## src/rtl/prn_free_list_ckpt_pkg.sv

```systemverilog
`default_nettype none
// +----------------------------------------------------------------------------+
// | prn_free_list_ckpt_pkg                                                     |
// | Shared widths, checkpoint record type and pointer-width helper.            |
// | Rev 1.0                                                                    |
// +----------------------------------------------------------------------------+
package prn_free_list_ckpt_pkg;

   // Ring pointers carry one extra wrap bit above the index.
   function automatic int calc_ptr_w(input int depth);
      return $clog2(depth) + 1;
   endfunction

   localparam int PRF_W  = $clog2(64);
   localparam int PTR_W  = calc_ptr_w(64 - 32);
   localparam int CKPT_W = $clog2(4);

   typedef struct packed {
      logic [PTR_W-1:0] head;
      logic             valid;
   } free_list_ckpt_t;

endpackage
`default_nettype wire

```

## src/rtl/prn_free_list_ckpt_lane_compactor.sv

```systemverilog
`default_nettype none
// +----------------------------------------------------------------------------+
// | lane_compactor                                                             |
// | Exclusive prefix sum of a lane-valid vector: per-lane offset and total.    |
// | Rev 1.0                                                                    |
// +----------------------------------------------------------------------------+
module lane_compactor
   import prn_free_list_ckpt_pkg::*;
#(
   parameter int LANES = 2,
   parameter int CNT_W = $clog2(LANES + 1)
) (
   input  logic [LANES-1:0] valid,
   output logic [CNT_W-1:0] offset [LANES],
   output logic [CNT_W-1:0] total
);

   always_comb begin
      logic [CNT_W-1:0] v_sum;
      v_sum = '0;
      for (int i = 0; i < LANES; i++) begin
         offset[i] = v_sum;
         v_sum     = v_sum + CNT_W'(valid[i]);
      end
      total = v_sum;
   end

endmodule
`default_nettype wire

```

## src/rtl/prn_free_list_ckpt.sv

```systemverilog
`default_nettype none
// +----------------------------------------------------------------------------+
// | prn_free_list_ckpt                                                         |
// | Circular PRN free list: N-wide allocate, M-wide release, branch checkpoints|
// | Rev 1.0                                                                    |
// +----------------------------------------------------------------------------+
module prn_free_list_ckpt
   import prn_free_list_ckpt_pkg::*;
#(
   parameter int ALLOC_W   = 2,
   parameter int RET_W     = 2,
   parameter int PRF_DEPTH = 64,
   parameter int ARF_DEPTH = 32,
   parameter int NUM_CKPT  = 4,
   parameter int FL_DEPTH  = PRF_DEPTH - ARF_DEPTH
) (
   input  logic                          clk,
   input  logic                          rst_n,
   output logic [$clog2(PRF_DEPTH)-1:0]  alloc_prn [ALLOC_W],
   output logic [ALLOC_W-1:0]            alloc_valid,
   input  logic [ALLOC_W-1:0]            alloc_ready,
   input  logic [$clog2(PRF_DEPTH)-1:0]  ret_prn_prev [RET_W],
   input  logic [RET_W-1:0]              ret_valid,
   input  logic                          ckpt_save,
   input  logic                          ckpt_restore,
   input  logic [$clog2(NUM_CKPT)-1:0]   ckpt_tag,
   input  logic                          recov_arch_st,
   output logic [$clog2(FL_DEPTH):0]     free_cnt
);

   localparam int c_prf_w  = $clog2(PRF_DEPTH);
   localparam int c_idx_w  = $clog2(FL_DEPTH);
   localparam int c_ptr_w  = calc_ptr_w(FL_DEPTH);
   localparam int c_rcnt_w = $clog2(RET_W + 1);

   logic [c_prf_w-1:0]  r_ring [FL_DEPTH];
   logic [c_ptr_w-1:0]  r_head;
   logic [c_ptr_w-1:0]  r_commit_head;
   logic [c_ptr_w-1:0]  r_tail;
   logic [c_ptr_w-1:0]  r_ckpt_head [NUM_CKPT];

   logic                w_alloc_block;
   logic [c_ptr_w-1:0]  w_alloc_cnt;
   logic [c_ptr_w-1:0]  w_head_alloc;
   logic [c_ptr_w-1:0]  w_head_nxt;
   logic [c_ptr_w-1:0]  w_ckpt_sel;
   logic [c_ptr_w-1:0]  w_ret_cnt;
   logic [c_rcnt_w-1:0] w_ret_off [RET_W];
   logic [c_rcnt_w-1:0] w_ret_total;
   logic [c_idx_w-1:0]  w_wr_idx [RET_W];
   logic [c_ptr_w-1:0]  w_rst_dist;
   logic [c_ptr_w-1:0]  w_head_dist;

   assign free_cnt      = r_tail - r_head;
   assign w_alloc_block = recov_arch_st | ckpt_restore;

   generate
      for (genvar i = 0; i < ALLOC_W; i++) begin : g_alloc_lane
         logic [c_ptr_w-1:0] w_rd_ptr;
         assign w_rd_ptr       = r_head + c_ptr_w'(i);
         assign alloc_prn[i]   = r_ring[w_rd_ptr[c_idx_w-1:0]];
         assign alloc_valid[i] = rst_n & ~w_alloc_block & (free_cnt > c_ptr_w'(i));
      end
   endgenerate

   // Only the leading run of valid&ready lanes is granted; a ready lane after a gap waits.
   always_comb begin
      logic v_run;
      v_run       = 1'b1;
      w_alloc_cnt = '0;
      for (int i = 0; i < ALLOC_W; i++) begin
         v_run       = v_run & alloc_valid[i] & alloc_ready[i];
         w_alloc_cnt = w_alloc_cnt + c_ptr_w'(v_run);
      end
   end

   lane_compactor #(
      .LANES (RET_W),
      .CNT_W (c_rcnt_w)
   ) u_ret_compactor (
      .valid  (ret_valid),
      .offset (w_ret_off),
      .total  (w_ret_total)
   );

   assign w_ret_cnt = c_ptr_w'(w_ret_total);

   generate
      for (genvar j = 0; j < RET_W; j++) begin : g_ret_lane
         logic [c_ptr_w-1:0] w_wr_ptr;
         assign w_wr_ptr    = r_tail + c_ptr_w'(w_ret_off[j]);
         assign w_wr_idx[j] = w_wr_ptr[c_idx_w-1:0];
      end
   endgenerate

   assign w_head_alloc = r_head + w_alloc_cnt;
   assign w_ckpt_sel   = r_ckpt_head[ckpt_tag];

   // Recovery lands on the committed head including the lanes retiring this cycle.
   always_comb begin
      w_head_nxt = w_head_alloc;
      if (recov_arch_st) begin
         w_head_nxt = r_commit_head + w_ret_cnt;
      end else if (ckpt_restore) begin
         w_head_nxt = w_ckpt_sel;
      end
   end

   always_ff @(posedge clk or negedge rst_n) begin
      if (!rst_n) begin
         for (int k = 0; k < FL_DEPTH; k++) begin
            r_ring[k] <= c_prf_w'(ARF_DEPTH + k);
         end
         r_head        <= '0;
         r_commit_head <= '0;
         r_tail        <= c_ptr_w'(FL_DEPTH);
         for (int c = 0; c < NUM_CKPT; c++) begin
            r_ckpt_head[c] <= '0;
         end
      end else begin
         r_head        <= w_head_nxt;
         r_tail        <= r_tail + w_ret_cnt;
         r_commit_head <= r_commit_head + w_ret_cnt;
         for (int j = 0; j < RET_W; j++) begin
            if (ret_valid[j]) begin
               r_ring[w_wr_idx[j]] <= ret_prn_prev[j];
            end
         end
         if (ckpt_save && !w_alloc_block) begin
            r_ckpt_head[ckpt_tag] <= w_head_alloc;
         end
      end
   end

   assign w_rst_dist  = w_ckpt_sel - r_commit_head;
   assign w_head_dist = r_head - r_commit_head;

   a_free_cnt_bound: assert property (@(posedge clk) disable iff (!rst_n)
      free_cnt <= c_ptr_w'(FL_DEPTH));

   a_restore_range: assert property (@(posedge clk) disable iff (!rst_n)
      (ckpt_restore && !recov_arch_st) |-> (w_rst_dist <= w_head_dist));

endmodule
`default_nettype wire

```

## config.mk

```make
export PLATFORM = sky130hd
export DESIGN_NAME = prn_free_list_ckpt
export DESIGN_NICKNAME = d
export VERILOG_FILES = /design/src/rtl/prn_free_list_ckpt_pkg.sv /design/src/rtl/prn_free_list_ckpt_lane_compactor.sv /design/src/rtl/prn_free_list_ckpt.sv
export SDC_FILE = /design/constraint.sdc
export NUM_CORES = 1
export LEC_CHECK = 0
export ABC_CLOCK_PERIOD_IN_PS = 9300
export CORE_AREA = 2 2 297 182
export CTS_BUF_LIST = sky130_fd_sc_hd__clkbuf_2
export CTS_CLUSTER_DIAMETER = 50
export DETAILED_ROUTE_END_ITERATION = 6
export DIE_AREA = 0 0 299 184
export PLACE_DENSITY_LB_ADDON = 0.1
export SETUP_SLACK_MARGIN = 0.2
export SLEW_MARGIN = 20
export SYNTH_ARGS = -nofsm -noshare
export SYNTH_HDL_FRONTEND = slang
export SYNTH_SLANG_ARGS = --single-unit
```

## constraint.sdc

```tcl
create_clock -name clk -period 9.3 [get_ports clk]
set_clock_uncertainty 0.15 [all_clocks]
set_input_delay 0.93 -clock clk [delete_from_list [all_inputs] [get_ports clk]]
set_output_delay 0.93 -clock clk [all_outputs]
set_load 0.005 [all_outputs]
```

### Word-level counts from Yosys, hierarchy flattened

Cells that the tools add are included.

* flip-flop bits (word level): 234
* bits in latches: 0
* bits in writable memories: 0
* memory bits (read-only): 0
* input bits: 23
* output and inout port bits: 20
* word-level logic and storage cells: 97
* memories kept: 0

* add/sub/neg operators: 8
* multipliers: 0
* divide/modulo/power cells: 0
* magnitude comparators: 10
* equal/unequal tests: 0
* shifts and indexed selects: 0
* muxes and demuxes: 22
* bitwise operators: 13
* reduce and logical (&&, ||, !) cells: 5

Operators with widths (count)
* bitwise mux 192 bit: 2
* 2-to-1 mux 192 bit: 2
* 2-to-1 mux 6 bit: 11
* binary-select mux 6 bit (select 5 bit): 2
* demux 6 bit (select 5 bit): 2
* bitwise mux 24 bit: 1
* greater-or-equal comparator 6 bit, second input constant: 4
* NOT 5 -> 6 bit: 4
* adder 6 x 2 -> 6 bit: 3
* binary-select mux 6 bit (select 2 bit): 1
* demux 6 bit (select 2 bit): 1
* > comparator 6 x 1 -> 1 bit, second input constant: 2
* < comparator 6 x 1 -> 1 bit, second input constant: 2
* AND 1 bit: 6
* subtractor 6 bit: 1
* adder 5 x 1 -> 5 bit: 1
* adder 5 x 1 -> 5 bit, second input constant: 1
* adder 1 x 1 -> 2 bit: 2
* logical AND 1 bit: 4
* greater-or-equal comparator 3 bit, second input constant: 1
* < comparator 3 x 1 -> 1 bit, second input constant: 1
* NOT 2 -> 3 bit: 1
* zero test 1 bit: 1
* NOT 1 bit: 1
* OR 1 bit: 1

### Longest topological paths before layout

* word-level depth: 11
* depth in mapped cells: 14
* depth with buffers taken out: 14

### By module

Synthesis repeated with hierarchy kept, for this count alone.

* cells, all modules: 1491
* area, all modules: 15690.0 sq um

By module, submodules not included
* prn_free_list_ckpt: instances 1, cells each 1485, area an instance 15643.8 sq um, seq. area each 5997.0 sq um
* lane_compactor: instances 1, cells each 6, area an instance 46.3 sq um, seq. area each 0.0 sq um

### Worst setup path before layout

Ideal clock, no wire load.

* path type: register to register
* start: reg r_head[2]
* end: reg r_head[4]
* setup time: 0.118 ns
* arrival: 3.318 ns
* data required time: 9.032 ns
* slack: 5.714 ns
* cell stages (with the launch flop): 15
* path buffers: 1
* period minus slack after synthesis: 3.586 ns
* cell sequence: dfrtp_1 > inv_2 > buf_2 > ha_1 > a21oi_1 > o21ai_0 > xor2_1 > nor4_1 > a21oi_1 > fa_1 > ha_1 > nand3_1 > xnor2_1 > a211oi_1 > a21o_1

* cells in the longest elaborated chain, start to end: 10
* elaborated cells between the ends (all ways): 12
* classes of those cells: add/sub: 3; order compare: 2; mux: 2; bitwise: 5

Ends and longest elaborated chain
* start, declared: line prn_free_list_ckpt.sv:37 `logic [c_ptr_w-1:0] r_head;`
* start signal, assigned: line prn_free_list_ckpt.sv:121 `r_head <= w_head_nxt;`
* subtractor 6 bit (*): line prn_free_list_ckpt.sv:54 `assign free_cnt = r_tail - r_head;`
* via free_cnt[3]: line prn_free_list_ckpt.sv:28 `output logic [$clog2(FL_DEPTH):0] free_cnt`
* > comparator 6 x 1 -> 1 bit: line prn_free_list_ckpt.sv:62 `assign alloc_valid[i] = rst_n & ~w_alloc_block & (free_cnt > c_ptr_w'(i));`
* AND 1 bit: line prn_free_list_ckpt.sv:62
* AND 1 bit (3 in series): line prn_free_list_ckpt.sv:72 `v_run = v_run & alloc_valid[i] & alloc_ready[i];`
* adder 1 x 1 -> 2 bit (*): line prn_free_list_ckpt.sv:73 `w_alloc_cnt = w_alloc_cnt + c_ptr_w'(v_run);`
* adder 6 x 2 -> 6 bit (*): line prn_free_list_ckpt.sv:96 `assign w_head_alloc = r_head + w_alloc_cnt;`
* 2-to-1 mux 6 bit (*): line prn_free_list_ckpt.sv:104 `end else if (ckpt_restore) begin`
* 2-to-1 mux 6 bit (*): line prn_free_list_ckpt.sv:102 `if (recov_arch_st) begin`
* via w_head_nxt[4]: line prn_free_list_ckpt.sv:45 `logic [c_ptr_w-1:0] w_head_nxt;`

The timed path passes the listed nets; every way through them passes the cells marked *.
A chain may end at the register's enable or synchronous reset.

==> flow_summary.json <==
{
  "first_iter_violations": 1385,
  "core_area_mm2": 0.0520,
  "cts_buffers": 68,
  "hold_viol_final": 0,
  "track_usage": 0.221,
  "fin_crit_sh": 0.657,
  "whs_ns": 0.319,
  "syn2layout_area_growth_pct": 11.0,
  "grt_pass1_wl_mm": 86.2,
  "hpwl_mm": 42.2,
  "setup_viol": 0,
  "muxShareOfSynthArea": 0.383,
  "ir_worst_vdd_mv": 0.232,
  "drc": 0,
  "synth_cell_types": 68,
  "final_cells": 2131,
  "run_status": "complete, no violations",
  "clk_pin_slew_worst_paths_ns": 0.11,
  "synthAdderAreaFrac": 0.0164,
  "min_period_ns": 6.11,
  "fmax_mhz": 164,
  "cts_root_buffer": "clkbuf_2",
  "end_kind": "primary output",
  "cts_buffer_depth": 3,
  "p_leak_nw": 6.87,
  "die_y_um": 184,
  "fin_area_mm2": 0.0172,
  "cp-start-kind": "register",
  "synthCells": 1331,
  "htree_levels": 3,
  "maxSlewViolCount": 0,
  "post_cts_buffers": 0,
  "grt_max_degree": 72,
  "synth_compound_area_frac": 0.0761,
  "yosys_warnings": 0,
  "start_util": 0.298,
  "async_reset_ff_frac": 1.00,
  "hold_path.class": "reg2reg",
  "cts.sinks": 234,
  "worst_pin_slew_ns": 1.10,
  "worstSetupPathType": "reg2out",
  "die_area_mm2": 0.0550,
  "ys.flop_type": "dfrtp_1",
  "required_ns": 8.22,
  "cts_resized": 0,
  "place_congestion": 0.877,
  "finalSetupTns_ns": 0,
  "arrival_ns": 5.03,
  "rsz0062_at_grt": "no",
  "syn_area_per_cell_um2": 11.7,
  "holdBufCountCts": 1,
  "clk_latency_ns": 0.94,
  "ys_ff_latch": 234,
  "ant_nets": 0,
  "cts_tree": "done",
  "yosysSeqAreaShare": 0.386,
  "synth-edff-count": 0,
  "io_buffers": 42,
  "die_w_um": 299,
  "nFillCells": 5257,
  "slew_headroom": 0.266,
  "finalNetCount": 1413,
  "netlist_area_mm2": 0.0155,
  "syn_nets": 1372,
  "io-pin-count": 43,
  "cp_max_fo": 60,
  "maxCapViolations": 0,
  "synth-simple-area-share": 0.0930,
  "synth_top_family_by_area": "multiplexers",
  "drive_above_1_share": 0.424,
  "place_area_mm2": 0.0166,
  "num_rows": 65,
  "grt-ovfl-total": 0,
  "avgRoutedWirePerCell_um": 28.5,
  "powerDensity_mw_per_mm2": 412,
  "dp.cells": 2003,
  "synth-xor-area-share": 0.0112,
  "antenna_found_initial": 1,
  "wirelength_mm": 60.7,
  "dr.pass1.iters": 6,
  "vias_per_cell": 5.48,
  "vias": 11700,
  "first_global_vias": 11000
}
-- sequential cells by signal, indices dropped and copies added, names as in the netlist --
| signal | cells |
|---|---|
| r_ckpt_head | 24 |
| r_commit_head | 6 |
| r_head | 6 |
| r_ring | 192 |
| r_tail | 6 |
-- Yosys cell counts, types with 3 or more instances --
library cell	instances	share of area
a32o_1	6	0.0039
o21ai_1	5	0.0016
ha_1	14	0.011
nor3b_2	3	0.0024
and3_1	6	0.0024
nor2_1	81	0.020
nor2_4	7	0.0051
mux2_1	6	0.0043
fa_1	4	0.0052
o211ai_1	4	0.0019
a221oi_2	6	0.0058
mux2i_1	167	0.11
nand2_4	4	0.0029
mux2_2	218	0.16
clkbuf_1	54	0.013
xor2_1	7	0.0039
nand2b_1	4	0.0016
xnor2_1	11	0.0062
o22a_1	7	0.0039
dfstp_2	113	0.19
nor3_1	16	0.0052
inv_1	14	0.0034
a31oi_1	4	0.0016
nand3_1	35	0.011
buf_2	26	0.0084
nor2_2	16	0.0064
o21ai_0	34	0.011
buf_6	3	0.0022
a21oi_1	87	0.028
a22oi_1	12	0.0058
buf_4	13	0.0063
nand2_2	3	0.0012
mux4_2	78	0.11
nand2_1	91	0.022
nor2b_1	4	0.0016
dfrtp_1	121	0.19
nand3b_1	5	0.0024
a211oi_1	3	0.0014
a21o_1	5	0.0024
-- stage by stage --
stage	util	setup slack, ns	total power, W
3_3_place_gp	0.318	4.10	0.00618
5_1_grt	0.331	2.85	0.00752
2_1_floorplan	-	5.71	0.00475
4_1_cts	0.331	3.01	0.00708
6_report	0.331	3.19	0.00711
3_5_place_dp	0.319	4.09	0.00620
-- placed cells by master (no fill, tap or decap), drive strengths merged, types with 5 or more instances in the layout --
master / synthesis / final
clkinv: 0 / 18
a32o: 6 / 6
inv: 16 / 18
clkbuf: 54 / 102
dfrtp: 121 / 121
o21ai: 40 / 40
nor3b: 5 / 5
mux4: 78 / 78
nor3: 18 / 18
ha: 14 / 14
a22oi: 12 / 12
xnor2: 11 / 11
clkdlybuf4s50: 0 / 41
mux2i: 167 / 167
a21oi: 87 / 87
a221oi: 6 / 6
buf: 43 / 26
mux2: 224 / 224
xor2: 8 / 8
and3: 6 / 6
o22a: 7 / 7
nand3: 35 / 35
a21o: 5 / 5
nand2: 98 / 98
nor2: 104 / 104
dfstp: 113 / 113
nand3b: 5 / 5
-- per-layer routing --
layer | wire length [µm] | track usage | up-vias
li1 | - | - | 5075
met3 | 6250 | 0.0760 | 88
met1 | 32400 | 0.372 | 5968
met4 | 1080 | 0.0520 | 0
met5 | 0 | 0 | -
met2 | 21000 | 0.249 | 544
-- where the power goes --
group | switching, W | internal, W
Combinational | 0.00189 | 0.00194
Clock | 0.000505 | 0.000324
Sequential | 0.000755 | 0.00169
Total | 0.00315 | 0.00396
-- cell type report --
cell class              instances  area, µm²  area share
flip-flops and latches        234       6000       0.348
well taps                     703        880      0.0510
diodes                          2       5.00    0.000290
inverters                      16       60.1     0.00348
clock inverters                22        128     0.00740
clock buffers                 102        510      0.0296
multi-input cells             984       9040       0.524
repair buffers                 68        623      0.0361
-- kinds of logic after synthesis --
| family | after synthesis |
|---|---|
| AND/OR/NAND/NOR | 291 |
| AO/OA/AOI/OAI | 187 |
| multiplexers | 469 |
| flip-flops | 234 |
| buffers and inverters | 113 |
| XOR/XNOR | 19 |
| adder cells (fa/ha/maj) | 18 |
-- worst paths after layout --
check,endpoint,cells past startpoint,slack (ns),from
worst max-delay path,alloc_prn[2],6,3.19,r_head[0]$_DFF_PN0_
worst min-delay path,r_commit_head[5]$_DFF_PN0_,1,0.32,r_commit_head[5]$_DFF_PN0_
worst max register to register,r_head[5]$_DFF_PN0_,13,4.44,r_head[2]$_DFF_PN0_
worst min register to register,r_commit_head[5]$_DFF_PN0_,1,0.32,r_commit_head[5]$_DFF_PN0_
max in group asynchronous,r_ring[18]$_DFF_PN0_,4,6.54,rst_n
min in group asynchronous,r_ring[130]$_DFF_PN0_,2,0.36,rst_n
-- critical path: stages (launching register included) --
cell and delay [ns]:
dfrtp_4 0.72, buf_4 0.79, ha_4 0.31, xor2_4 0.86, mux2i_1 0.39, a221oi_2 0.46
clkdlybuf4s50_1 0.57
Power figures use the tool's default switching activity.
